==> src/rtl/hazard_ctrl_pkg.sv <==
// Shared types and constants for the pipeline hazard/flush controller.
package hazard_ctrl_pkg;

  localparam int unsigned CNT_W_DEF = 16;
  localparam int unsigned REG_W     = 5;

  typedef enum logic [1:0] {
    HC_RUN   = 2'd0,
    HC_STALL = 2'd1,
    HC_FLUSH = 2'd2,
    HC_RSVD  = 2'd3
  } hc_state_e;

  // Pipeline register controls, bundled so the decode assigns them as one unit.
  typedef struct packed {
    logic pc_write;
    logic if_id_write;
    logic if_id_flush;
    logic id_exe_write;
    logic id_exe_flush;
    logic exe_mem_flush;
  } hc_ctl_t;

endpackage

==> src/rtl/hazard_ctrl_sat_counter.sv <==
// Saturating up-counter with enable; sticks at all-ones instead of wrapping.
module sat_counter #(
  parameter int unsigned W = 16
) (
  input  logic         clk,
  input  logic         rst_n,
  input  logic         en_i,
  output logic [W-1:0] count_o
);

  logic [W-1:0] cnt_q;
  logic [W-1:0] cnt_d;

  always_comb begin
    cnt_d = cnt_q;
    if (en_i && (cnt_q != {W{1'b1}})) begin
      cnt_d = cnt_q + W'(1);
    end
  end

  always_ff @(posedge clk or negedge rst_n) begin
    if (!rst_n) begin
      cnt_q <= '0;
    end else begin
      cnt_q <= cnt_d;
    end
  end

  assign count_o = cnt_q;

endmodule

==> src/rtl/hazard_ctrl.sv <==
// Load-use stall, branch flush and memory-wait freeze controller for the
// 5-stage pipeline; controls are a zero-latency Mealy decode of state and inputs.
module hazard_ctrl
  import hazard_ctrl_pkg::*;
#(
  parameter int unsigned CNT_W = CNT_W_DEF
) (
  input  logic             clk,
  input  logic             reset,
  input  logic [REG_W-1:0] idRs,
  input  logic [REG_W-1:0] idRt,
  input  logic             idUsesRt,
  input  logic [REG_W-1:0] exeRt,
  input  logic             exeMemToReg,
  input  logic             exeRegWrite,
  input  logic             memBranchTaken,
  input  logic             memWait,
  output logic             pcWrite,
  output logic             ifIdWrite,
  output logic             ifIdFlush,
  output logic             idExeWrite,
  output logic             idExeFlush,
  output logic             exeMemFlush,
  output logic [CNT_W-1:0] stallCount,
  output logic [CNT_W-1:0] flushCount,
  output logic [1:0]       state
);

  hc_state_e state_q;
  hc_state_e state_d;
  hc_ctl_t   ctl;
  logic      hz;
  logic      stall_inc;
  logic      flush_inc;

  assign hz = exeMemToReg && exeRegWrite && (exeRt != '0) &&
              ((exeRt == idRs) || (idUsesRt && (exeRt == idRt)));

  // Reset forces every enable low combinationally so the pipeline freezes at once.
  always_comb begin
    state_d   = state_q;
    ctl       = '0;
    stall_inc = 1'b0;
    flush_inc = 1'b0;
    if (!reset) begin
      state_d = HC_RUN;
    end else if (memWait) begin
      state_d = state_q;
    end else if (memBranchTaken) begin
      ctl       = '1;
      state_d   = HC_FLUSH;
      flush_inc = 1'b1;
    end else if ((state_q == HC_RUN) && hz) begin
      ctl.id_exe_write = 1'b1;
      ctl.id_exe_flush = 1'b1;
      state_d          = HC_STALL;
      stall_inc        = 1'b1;
    end else begin
      ctl.pc_write     = 1'b1;
      ctl.if_id_write  = 1'b1;
      ctl.id_exe_write = 1'b1;
      state_d          = HC_RUN;
    end
  end

  always_ff @(posedge clk or negedge reset) begin
    if (!reset) begin
      state_q <= HC_RUN;
    end else begin
      state_q <= state_d;
    end
  end

  sat_counter #(.W(CNT_W)) u_stall_cnt (
    .clk    (clk),
    .rst_n  (reset),
    .en_i   (stall_inc),
    .count_o(stallCount)
  );

  sat_counter #(.W(CNT_W)) u_flush_cnt (
    .clk    (clk),
    .rst_n  (reset),
    .en_i   (flush_inc),
    .count_o(flushCount)
  );

  assign pcWrite     = ctl.pc_write;
  assign ifIdWrite   = ctl.if_id_write;
  assign ifIdFlush   = ctl.if_id_flush;
  assign idExeWrite  = ctl.id_exe_write;
  assign idExeFlush  = ctl.id_exe_flush;
  assign exeMemFlush = ctl.exe_mem_flush;
  assign state       = 2'(state_q);

endmodule

==> config.mk <==
export PLATFORM = sky130hd
export DESIGN_NAME = hazard_ctrl
export DESIGN_NICKNAME = d
export VERILOG_FILES = /design/src/rtl/hazard_ctrl_pkg.sv /design/src/rtl/hazard_ctrl_sat_counter.sv /design/src/rtl/hazard_ctrl.sv
export SDC_FILE = /design/constraint.sdc
export NUM_CORES = 1
export LEC_CHECK = 0
export BUFFER_PORTS_ARGS = -buffer_cell sky130_fd_sc_hd__buf_2
export CAP_MARGIN = 20
export CELL_PAD_IN_SITES_DETAIL_PLACEMENT = 1
export CELL_PAD_IN_SITES_GLOBAL_PLACEMENT = 1
export CORE_ASPECT_RATIO = 1.75
export CORE_UTILIZATION = 34
export DETAILED_ROUTE_END_ITERATION = 8
export PLACE_DENSITY_LB_ADDON = 0.1
export SLEW_MARGIN = 25
export SYNTH_ARGS = -nofsm -noshare
export SYNTH_HDL_FRONTEND = slang
export SYNTH_SLANG_ARGS = --single-unit
==> constraint.sdc <==
create_clock -name clk -period 2.3 [get_ports clk]
set_clock_uncertainty 0.1 [all_clocks]
set_input_delay 0.46 -clock clk [delete_from_list [all_inputs] [get_ports clk]]
set_output_delay 0.46 -clock clk [all_outputs]
set_load 0.02 [all_outputs]
==> flow_summary.ini <==
[outcome]
status = complete, no violations

[sta]
rsz0062_at_grt = no
hold_viol = 0
finalCriticalPeriod_ns = 2.26
drv_slew = 0
fmax_mhz = 443
setup_viol = 0
period_share_pct = 98.1
worst-slew-pin-transition_ns = 0.455
slew_headroom_pct = 69.6

[setup_path]
worstRegToRegCells = 7
crit_chain = buf_2 > or4_4 > o21ai_4 > nor2_2 > o21a_1 > buf_2
worstPathMaxFanout = 3
arrival_ns = 1.70
crit_type = input pin to primary output
critPathLaunchType = input pin
slowest_delay_ns = 0.54
crit_top_cell = buf_2
cp.required_ns = 1.74
cp-end-kind = primary output
cpMaxStageDelayCell = or4_4

[synthesis]
syn_nets = 185
synth_top_family_by_area = simple AND/OR/NAND/NOR gates
yosys.area_share.adder_pct = 1.43
ys_seq_area_share_pct = 48.5
muxShareOfSynthArea_pct = 1.86
ys_seq_elements = 34
syn-cell-area_sq_um = 1750
ys_types = 30
yosys.area.top_type_share_pct = 48.5
synthSimpleGateAreaFrac_pct = 21.6
synth_warnings = 0
yosysTopAreaCell = dfrtp_1
synth_compound_area_share_pct = 3.93
yosys-top-cells-area = dfrtp_1, xnor2_1, xor2_1
yosys.area_share.xor_xnor_pct = 20.0
postSynthCellCount = 161
syn_area_per_cell_sq_um = 10.9

[die]
die_area_sq_um = 5460
dieWidth_microns = 56.3
start_util_pct = 35.2
core-area_sq_um = 4980
die_h_microns = 97.0
rows = 34
io_pins = 62

[placed_design]
dp_cells = 277
dpl_cell_area_sq_um = 2180
dp_hpwl_microns = 3440
io_buffers = 61
gp_congestion = 0.750

[cts]
clk_pin_slew_ns = 0.08
htreeDepth = 2
clock_path_buffers = 2
clock_latency_ns = 0.28
cts_tree = done
cts_root_buf = clkbuf_8
cts.sinks = 34
numCtsBuffers = 5

[finish]
antennaDiodeCount = 0
drive_gt1_share_pct = 37.8
final_cell_mix = buf_2, dfrtp_1, xnor2_1, xor2_1, nand3_1
stdcell_area_sq_um = 2340
final_common_cell = buf_2
nets = 256
syn2layout_area_growth_pct = 33.6
fin_cells = 287
fin_util_pct = 47.1

[min_path]
holdCritPathClass = input pin to async pin

[detailed_routing]
firstDrtPassIters = 4
wl_per_cell_microns = 15.6
remaining_drc_errors = 0
drt.antenna.violating_nets = 0
via_per_inst = 5.16
dr.first_iter.drc_count = 30
route.vias.total = 1480
wl_microns = 4490

[grt]
antenna_found_initial = 0
grt-ovfl-total = 0
grtUsageTotal_pct = 17.8
grt_max_degree = 37
grt_pass1_wl_microns = 7710
grt_pass1_vias = 1615

[power_and_ir_drop]
power.density_nw_per_um2 = 694
power_mw = 1.63
leakagePower_nw = 1.21
ir_drop_mv = 0.670

[run]
cap_violations = 0
## power by group
part           total (mW)  switching [mW]  internal, mW  leakage [nW]
registers           0.697          0.0567         0.641         0.467
clock network       0.666           0.231         0.434        0.0683
logic               0.263           0.155         0.109         0.676
total                1.63           0.443          1.18          1.21
## layer usage
layer / up-vias / GRT usage (%) / wire [microns]
met1: 749 / 19.9 / 1750
li1: 698 / - / -
met2: 31 / 33.2 / 2590
met4: 0 / 5.07 / 31
met3: 2 / 3.21 / 113
met5: - / 0 / 0
## Yosys cell counts
library cell   n
dfrtp_1       34
xnor2_1       24
nand3_1       16
xor2_1        16
and3_1        11
nand2_1        9
nand4_1        9
nor2_1         5
and4_1         4
nor3_1         4
and2_1         3
nor2b_1        3
buf_4          2
clkbuf_1       2
ha_1           2
mux2_2         2
o21a_1         2
a2111oi_4      1
a21boi_0       1
a21oi_1        1
a32oi_1        1
buf_2          1
buf_6          1
clkbuf_2       1
inv_1          1
mux2i_1        1
nor4_1         1
nor4_2         1
o21ai_1        1
or4_2          1
## stage by stage
step | TNS [ns] | setup WS (ns) | hold slack, ns
3_5_place_dp | -0.284 | -0.0734 | 0.376
5_1_grt | 0 | 0.00736 | 0.190
6_report | 0 | 0.0438 | 0.161
4_1_cts | 0 | 0.0140 | 0.177
2_1_floorplan | 0 | 0.0407 | 0.0644
3_3_place_gp | -0.0489 | -0.0338 | 0.373
## layout make-up
| class | instances | area (sq um) |
|---|---|---|
| Fill cell | 570 | 2640 |
| Multi-Input combinational cell | 119 | 890 |
| Sequential cell | 34 | 851 |
| Timing Repair Buffer | 71 | 393 |
| Clock buffer | 5 | 68.8 |
| Clock inverter | 3 | 68.8 |
| Tap cell | 54 | 67.6 |
| Inverter | 1 | 3.75 |
## critical path, delay by kind of cell
family | cells | cell delay, ns
buf+inv | 2 | 0.27
simple gates | 2 | 0.62
compound gates | 2 | 0.33
## sequential cells by signal (all words and copies together), names as in the netlist
name,cells
u_flush_cnt.count_o,16
u_stall_cnt.count_o,16
state,2
## repair_timing
item	in CTS	in global routing
pin swaps	2	1
setup endpoints to repair	3	3
hold buffers	0	0
resized for setup	1	0
buffers inserted	1	1
## final timing paths
check                                                   start                                  end  slack [ns]
min in group clk           u_stall_cnt.count_o[4]$_DFFE_PN0P_   u_stall_cnt.count_o[4]$_DFFE_PN0P_        0.39
max in group asynchronous                               reset  u_stall_cnt.count_o[12]$_DFFE_PN0P_        1.62
hold reg to reg            u_stall_cnt.count_o[4]$_DFFE_PN0P_   u_stall_cnt.count_o[4]$_DFFE_PN0P_        0.39
hold / removal                                          reset   u_stall_cnt.count_o[0]$_DFFE_PN0P_        0.16
setup reg to reg                         state[1]$_DFFE_PN0P_   u_stall_cnt.count_o[1]$_DFFE_PN0P_        0.19
setup / recovery                                     exeRt[1]                           idExeFlush        0.04
## logic make-up after synthesis
| family | count (synthesis) |
|---|---|
| fa+ha+maj | 2 |
| compound gates | 7 |
| mux | 3 |
| simple gates | 67 |
| xor+xnor | 40 |
| buf+inv | 8 |
| flops | 34 |
Power figures use the tool's default switching activity.
